## src/rtl/i2s_tx_param_if.sv

```systemverilog
// Stereo sample handshake between the decoded-sample path and i2s_tx_param.
// The master drives the sample pair; the slave (transmitter) reports ready.
interface i2s_tx_param_if #(
    parameter int SAMPLE_W = 16
);
    logic                s_valid;
    logic [SAMPLE_W-1:0] s_left;
    logic [SAMPLE_W-1:0] s_right;
    logic                s_ready;

    modport master (
        output s_valid,
        output s_left,
        output s_right,
        input  s_ready
    );

    modport slave (
        input  s_valid,
        input  s_left,
        input  s_right,
        output s_ready
    );
endinterface

```

## src/rtl/i2s_tx_param.sv

```systemverilog
// Parametrised I2S / left-justified transmitter with a one-entry sample buffer.
// Optional macro I2S_TX_HOLD_ON_UNDERRUN_EN: underrun frames repeat the last pair.
module i2s_tx_param #(
    parameter int SAMPLE_W = 16,
    parameter int SLOT_W   = 16,
    parameter int FORMAT   = 0
) (
    input  logic          clk,
    input  logic          rst,
    input  logic          strobe_i,
    input  logic          en_i,
    i2s_tx_param_if.slave s_if,
    output logic          frame_start_o,
    output logic          underrun_o,
    output logic          lrclk_o,
    output logic          data_o
);
    localparam int FW = 2 * SLOT_W;
    localparam int CW = $clog2(FW);

    logic [CW-1:0]       cnt_q, cnt_d;
    logic [FW-1:0]       sh_q, sh_d;
    logic                lrclk_q, lrclk_d;
    logic                data_q, data_d;
    logic                full_q, full_d;
    logic [SAMPLE_W-1:0] left_q, left_d;
    logic [SAMPLE_W-1:0] right_q, right_d;
    logic                fs_q, fs_d;
    logic                ur_q, ur_d;
    logic [FW-1:0]       frame_w;
    logic [FW-1:0]       fill_w;
    logic                load_w;
    logic                accept_w;
`ifdef I2S_TX_HOLD_ON_UNDERRUN_EN
    logic [FW-1:0]       last_q, last_d;
`endif

    assign s_if.s_ready  = !full_q;
    assign frame_start_o = fs_q;
    assign underrun_o    = ur_q;
    assign lrclk_o       = lrclk_q;
    assign data_o        = data_q;

    assign accept_w = s_if.s_valid && !full_q;
    assign load_w   = en_i && strobe_i && (cnt_q == '0);

    // Each sample sits MSB-aligned in its slot; the tail of the slot is zero.
    assign frame_w = (FW'(left_q) << (FW - SAMPLE_W))
                   | (FW'(right_q) << (SLOT_W - SAMPLE_W));

`ifdef I2S_TX_HOLD_ON_UNDERRUN_EN
    assign fill_w = full_q ? frame_w : last_q;
`else
    assign fill_w = full_q ? frame_w : '0;
`endif

    always_comb begin
        cnt_d   = cnt_q;
        sh_d    = sh_q;
        lrclk_d = lrclk_q;
        data_d  = data_q;
        full_d  = full_q;
        left_d  = left_q;
        right_d = right_q;
        fs_d    = 1'b0;
        ur_d    = 1'b0;
`ifdef I2S_TX_HOLD_ON_UNDERRUN_EN
        last_d  = last_q;
`endif
        if (accept_w) begin
            full_d  = 1'b1;
            left_d  = s_if.s_left;
            right_d = s_if.s_right;
        end
        if (!en_i) begin
            cnt_d   = '0;
            sh_d    = '0;
            lrclk_d = 1'b1;
            data_d  = 1'b0;
        end else if (strobe_i) begin
            lrclk_d = (cnt_q >= CW'(SLOT_W));
            cnt_d   = (cnt_q == CW'(FW - 1)) ? '0 : cnt_q + 1'b1;
            if (FORMAT == 0) begin
                data_d = sh_q[FW-1];
                sh_d   = load_w ? fill_w : (sh_q << 1);
            end else begin
                data_d = load_w ? fill_w[FW-1] : sh_q[FW-1];
                sh_d   = load_w ? (fill_w << 1) : (sh_q << 1);
            end
            if (load_w) begin
                fs_d = 1'b1;
                ur_d = !full_q;
                // A same-cycle accept into an empty buffer waits a frame.
                if (full_q) full_d = 1'b0;
`ifdef I2S_TX_HOLD_ON_UNDERRUN_EN
                if (full_q) last_d = frame_w;
`endif
            end
        end
    end

    always_ff @(posedge clk or posedge rst) begin
        if (rst) begin
            cnt_q   <= '0;
            sh_q    <= '0;
            lrclk_q <= 1'b1;
            data_q  <= 1'b0;
            full_q  <= 1'b0;
            left_q  <= '0;
            right_q <= '0;
            fs_q    <= 1'b0;
            ur_q    <= 1'b0;
`ifdef I2S_TX_HOLD_ON_UNDERRUN_EN
            last_q  <= '0;
`endif
        end else begin
            cnt_q   <= cnt_d;
            sh_q    <= sh_d;
            lrclk_q <= lrclk_d;
            data_q  <= data_d;
            full_q  <= full_d;
            left_q  <= left_d;
            right_q <= right_d;
            fs_q    <= fs_d;
            ur_q    <= ur_d;
`ifdef I2S_TX_HOLD_ON_UNDERRUN_EN
            last_q  <= last_d;
`endif
        end
    end
endmodule

```

## src/flat_wrapper.sv

```systemverilog
// flat-port wrapper written by rule: the top's interface ports become plain ports
module i2s_tx_param_flat 
#(
    parameter int SAMPLE_W = 16,
    parameter int SLOT_W   = 16,
    parameter int FORMAT   = 0
)
  (clk, rst, strobe_i, en_i, frame_start_o, underrun_o, lrclk_o, data_o, s_if_s_valid, s_if_s_left, s_if_s_right, s_if_s_ready);
  i2s_tx_param_if #(.SAMPLE_W(SAMPLE_W)) s_if_i ();
  input  logic clk;
  input  logic rst;
  input  logic strobe_i;
  input  logic en_i;
  output logic frame_start_o;
  output logic underrun_o;
  output logic lrclk_o;
  output logic data_o;
  input wire logic [$bits(s_if_i.s_valid)-1:0] s_if_s_valid;
  input wire logic [$bits(s_if_i.s_left)-1:0] s_if_s_left;
  input wire logic [$bits(s_if_i.s_right)-1:0] s_if_s_right;
  output wire logic [$bits(s_if_i.s_ready)-1:0] s_if_s_ready;
  assign s_if_i.s_valid = s_if_s_valid;
  assign s_if_i.s_left = s_if_s_left;
  assign s_if_i.s_right = s_if_s_right;
  assign s_if_s_ready = s_if_i.s_ready;
  i2s_tx_param #(.SAMPLE_W(SAMPLE_W), .SLOT_W(SLOT_W), .FORMAT(FORMAT)) u_core (.clk(clk), .rst(rst), .strobe_i(strobe_i), .en_i(en_i), .s_if(s_if_i), .frame_start_o(frame_start_o), .underrun_o(underrun_o), .lrclk_o(lrclk_o), .data_o(data_o));
endmodule
```

## config.mk

```make
export PLATFORM = sky130hd
export DESIGN_NAME = i2s_tx_param_flat
export DESIGN_NICKNAME = d
export VERILOG_FILES = /design/src/rtl/i2s_tx_param_if.sv /design/src/rtl/i2s_tx_param.sv /design/src/flat_wrapper.sv
export SDC_FILE = /design/constraint.sdc
export NUM_CORES = 1
export LEC_CHECK = 0
export CORE_MARGIN = 5
export CORE_UTILIZATION = 55
export CTS_CLUSTER_DIAMETER = 30
export DETAILED_ROUTE_END_ITERATION = 6
export PLACE_DENSITY = 0.88
export SLEW_MARGIN = 20
export SYNTH_ARGS = -nofsm -noshare
export SYNTH_HDL_FRONTEND = slang
export SYNTH_SLANG_ARGS = --single-unit
export TNS_END_PERCENT = 20
```

## constraint.sdc

```tcl
create_clock -name clk -period 4.9 [get_ports clk]
set_clock_uncertainty 0.15 [all_clocks]
set_input_delay 0.49 -clock clk [delete_from_list [all_inputs] [get_ports clk]]
set_output_delay 0.49 -clock clk [all_outputs]
set_load 0.02 [all_outputs]
```

=== Word-level counts from Yosys, hierarchy flattened ===
Index checks and enable logic that the tools add are counted.

* Input bits: 37
* Register bits after elaboration: 74
* Output and inout bits: 5

* Add/sub/neg operators: 1
* Reductions and logical operators: 5
* Muxes and demuxes: 22
* Magnitude comparators: 1
* Bitwise gates (word level): 1
* Eq/ne operators: 2

{| class="wikitable"
|+ Operator list
! kind !! number
|-
| $mux 32 || 4
|-
| $or 32x16->32 || 1
|-
| $mux 1 || 15
|-
| $mux 5 || 3
|-
| $add 5x1->5 const B || 1
|-
| $eq 5x5->1 const B || 1
|-
| $ge 5x5->1 const B || 1
|-
| $logic_not 5->1 || 1
|-
| $logic_and 1x1->1 || 3
|-
| $ne 2x2->1 const B || 1
|-
| $logic_not 1->1 || 1
|}

=== Depth between registers and ports, before layout ===
* Depth after elaboration: 7
* Mapped depth: 7

=== Least setup slack after synthesis ===
No wires, ideal clock.

* Kind: reg-to-reg
* Start: register u_core.cnt_q[0]
* End: register u_core.sh_q[11]
* Slack: 2,910 ps
* Stages on the path, launching flop included: 8
* Arrival time: 1,714 ps
* Required time: 4,624 ps
* Cells stage by stage: dfrtp_1 > inv_1 > ha_1 > or4b_1 > buf_6 > buf_6 > and3_1 > a221o_1

* Cells in the longest elaborated chain, start to end: 5

{| class="wikitable"
|+ RTL lines
! what !! RTL line !! RTL
|-
| from (decl) || i2s_tx_param.sv:21 || <nowiki>logic [CW-1:0] cnt_q, cnt_d;</nowiki>
|-
| from (signal assigned) || i2s_tx_param.sv:117 || <nowiki>cnt_q <= cnt_d;</nowiki>
|-
| $logic_not 5->1 || i2s_tx_param.sv:45 || <nowiki>assign load_w = en_i && strobe_i && (cnt_q == '0);</nowiki>
|-
| $logic_and 1x1->1 || i2s_tx_param.sv:45 ||
|-
| $mux 32 || i2s_tx_param.sv:85 || <nowiki>sh_d = load_w ? fill_w : (sh_q << 1);</nowiki>
|-
| $mux 32 || i2s_tx_param.sv:80 || <nowiki>end else if (strobe_i) begin</nowiki>
|-
| $mux 32 || i2s_tx_param.sv:75 || <nowiki>if (!en_i) begin</nowiki>
|-
| to (signal assigned) || i2s_tx_param.sv:105 || <nowiki>sh_q <= '0;</nowiki>
|-
| to (signal assigned) || i2s_tx_param.sv:118 || <nowiki>sh_q <= sh_d;</nowiki>
|-
| to (decl) || i2s_tx_param.sv:22 || <nowiki>logic [FW-1:0] sh_q, sh_d;</nowiki>
|}

Every way passes these cells. The select of a mux whose other input is x is not followed.
A chain may end at the register's enable or synchronous reset.

=== Worst setup path in the final report ===
* Start: register u_core.cnt_q[0]
* End: register u_core.sh_q[14]

The elaborated chain is that of the path after synthesis.

==> run summary <==
The run finished with clean final reports. Measured against its own limit, the worst slew margin works out to 0.336. The slew at the pin with the worst max-slew slack came out at 0.996 ns. In the final routed layout, each cell accounts on average for ~18 um. The top cell type by total area after synthesis is dfrtp_1. The area added between synthesis and finish is 17.9%. The total setup violations reported at the end of the flow came out at 0. Detailed placement finished with a half-perimeter wire length of roughly 3700 um. Clock tree synthesis found a total of 74 sinks. The total overflow left after global routing is 0.

The floorplan step set the die width to roughly 86 um. The worst setup path startpoint is u_core.cnt_q[0]. The combinational cell fraction of total power came out at 0.154. The proportion of register bits with asynchronous set or reset after synthesis came out at 1.00. The count of antenna diodes in the layout is 0.

The number of buffers on the longest clock path is 2. For the worst-skew pair, the clock arrives at the later sink with an insertion delay of approximately 0.35 ns. The worst hold path belongs to the class flip-flop to flip-flop. The total negative setup slack came out at 0 ns. The number of gates resized after cts came out at 0. The number of port buffers is a little over 40.

The count of buffers added by post-CTS timing repair for setup is 0. The placed standard-cell area is 0.00355 mm^2. Of the total synthesized cell area, the portion taken by full adders, half adders and majority gates is 0.0119. The via-per-instance ratio came out at roughly 5.9. The fraction of power consumed by the clock network is 0.284.

The ratio of cells with drive above 1 in the final layout is 0.224. The startpoint identified for the worst hold timing path is u_core.right_q[0]. The largest net degree at the start of global routing came out at 40. The leakage dissipation came out at 0.00175 uW.

The number of maximum-capacitance constraint violations is 0. The mean post-synth cell area came out at about 14 um^2. The net load switching power came out at 381 uW.

The routability congestion estimate came out at just under 0.8. The initial DRC count is roughly 120. The worst setup path is launched from a flip-flop.

STA classifies the critical path endpoint as a flip-flop. The initial antenna violation count is 0. The clock tree synthesis step divided the H-tree into 3 levels. The number of nets in the finished design is 303. After synthesis, the share of cell area in mux cells is 0.127. The overall die height is roughly 86 um. The peak clock frequency supported by timing is roughly 0.36 GHz. Of the total synthesized cell area, the portion taken by XOR and XNOR cells is 0.

The unique cell type count in the Yosys netlist came out at 34. The count of unresolved DRC violations after routing came out at 0. The maximum vdd ir drop is ~0.21 mV. The clock transition at the registers of the reported paths is 0.07 ns. The fill cell total of the finished layout is 418. The critical path is of the flip-flop to flip-flop type.

The cell area that synthesis handed to floorplanning was 0.00316 mm^2. The total power density per cell area is a little under 400 mW/mm^2. The number of cells produced by synthesis is 228. The count of endpoints failing hold in the final timing report came out at 0.

The sequential element share of the synthesized area came out at 0.586. The die covers 0.00737 mm^2. The number of rows in the core area came out at 27.

The share of total power dissipated in sequential elements is 0.562. The minimum period implied by the final worst setup slack is 2.75 ns. The number of buffers created by CTS is 9. The core area came out at between 0.005 and 0.006 mm^2.

The worst hold path stage count came out at 1. The global routing usage summed across all routing layers is 0.177. The cell count of the worst reg-to-reg path came out at 6. The pre-antenna-repair detailed-routing pass consisted of 4 iterations. Setup repair after global routing left no endpoint under its margin. The count of warnings emitted by yosys came out at 0. The internal power came out at between 1000 and 1500 uW. The number of I/O pins is 42.

The global-route wire length before repair is roughly 10000 um. The startpoint identified for the worst register-to-register timing path is u_core.cnt_q[0]. The most used flip-flop cell after synthesis is dfrtp_1. The count of final max-slew check failures is 0. The top fanout value on the critical path came out at 34. Of the total power, the share spent switching nets is 0.262. The area fraction in compound gates after synthesis came out at 0.113. After synthesis, the largest family of logic cells by area is multiplexers. The via count came out at ~2000.

The number of enable flip-flop cells after synthesis is 0. The CTS tree is yes. Of the post-synthesis cell area, the dominant cell type holds 0.577. Of the total synthesized cell area, the portion taken by AND, OR, NAND and NOR gates is 0.115.

Counting flops and latches in the post-synthesis netlist gives 74. In this run the clock root is driven by a clkbuf_8. The initial standard-cell utilization of the core came out at 0.571. The ratio of final minimum period to clock period is 0.560. The post-synthesis net count came out at between 200 and 300.

The number of hold buffers added after CTS came out at 0. Wires add up to between 5000 and 6000 um. The endpoint required time on the critical path came out at around 5 ns. The worst endpoint data arrival time came out at 2.87 ns. The post-route total power came out at 1450 uW.

The finished cells cover between 0.003 and 0.004 mm^2. The number of nets with antenna violations after routing came out at 0. By area the synthesized netlist is led by dfrtp_1, mux2_2, a221o_1. The number of global-route vias before repair came out at approximately 2000.
[layout make-up]
cell class	count	area (um^2)	area share
well taps	72	90.1	0.0241
clock buffers	13	149	0.0399
repair buffers	43	433	0.116
clock inverters	3	15.0	0.00402
flip-flops and latches	74	1850	0.497
inverters	5	18.8	0.00503
multi-input cells	130	1170	0.314
[critical path, cell delays in order, from the launching register on]
cell     delay (ns)
dfrtp_1        0.41
inv_1          0.10
ha_1           0.14
or4b_1         0.89
nor3_4         0.56
buf_8          0.25
a221o_1        0.16
[Yosys cell counts (2+ instances only)]
| library cell | number |
|---|---|
| and3_2 | 4 |
| buf_6 | 7 |
| dfrtp_1 | 73 |
| inv_1 | 5 |
| and3_1 | 24 |
| nor2b_1 | 5 |
| and3_4 | 4 |
| clkbuf_1 | 5 |
| and2_1 | 3 |
| mux2i_1 | 4 |
| buf_1 | 4 |
| o21ai_0 | 3 |
| ha_1 | 3 |
| mux2_1 | 4 |
| nor2_1 | 3 |
| a221o_2 | 3 |
| nand2_1 | 2 |
| mux2_2 | 28 |
| a221o_1 | 28 |
| dlygate4sd1_1 | 2 |
[cell families (layout without fill, tap and decap cells)]
logic type | after synthesis | in the layout
flops | 74 | 74
mux | 36 | 36
compound gates | 38 | 38
fa+ha+maj | 3 | 3
simple gates | 53 | 53
buf+inv | 24 | 64
[sequential cells by signal, indices dropped and copies added, names as in the netlist]
register,cells
u_core.cnt_q,5
u_core.sh_q,32
u_core.data_o,1
u_core.lrclk_o,1
u_core.frame_start_o,1
u_core.underrun_o,1
u_core.full_q,1
u_core.right_q,16
u_core.left_q,16
[final timing paths]
| check | slack (ns) | to |
|---|---|---|
| max in group asynchronous | 3.19 | u_core.sh_q[14] |
| min reg2reg | 0.35 | u_core.sh_q[0] |
| min | 0.35 | u_core.sh_q[0] |
| min in group asynchronous | 0.45 | u_core.left_q[0] |
| max reg2reg | 2.15 | u_core.sh_q[14] |
| max | 2.15 | u_core.sh_q[14] |
[routing by layer]
metal	vias up	wire, um	global-route usage
met4	0	124	0.0978
met1	1032	2720	0.234
met5	-	0	0
met2	40	2950	0.271
met3	14	185	0.0423
li1	921	-	-
[power by group through the flow]
stage	Combinational, uW	Sequential, uW	Clock [uW]
5_1_grt	246	834	445
2_1_floorplan	173	797	0
3_5_place_dp	225	827	0
3_3_place_gp	213	820	0
6_report	224	816	412
4_1_cts	226	816	418
[per-stage QoR]
step                      cells  utilization  hold slack [ns]  worst slack, ns
final                       340        0.673            0.350             2.15
after global routing        340        0.673            0.371             1.97
after CTS                   339        0.671            0.357             1.74
after detailed placement    323        0.641            0.340             1.76
after global placement      323        0.640            0.324             1.87
after floorplan             228            -            0.304             2.38
[layout by cell type, fill, tap and decap left out, types with 2 or more instances in the layout]
cell             count
clkdlybuf4s50_1     41
clkinv_2             3
mux2_1               4
nor2b_4              2
dfrtp_1             73
mux2i_1              4
and3_2               4
inv_1                4
and3_1              24
ha_1                 3
a221o_2              3
and3_4               4
clkbuf_1             3
nand2_1              2
mux2_2              28
clkbuf_8            10
nor2_1               3
o21ai_0              3
a221o_1             28
and2_1               3
nor2b_1              3
(Power assumes the default switching activity.)
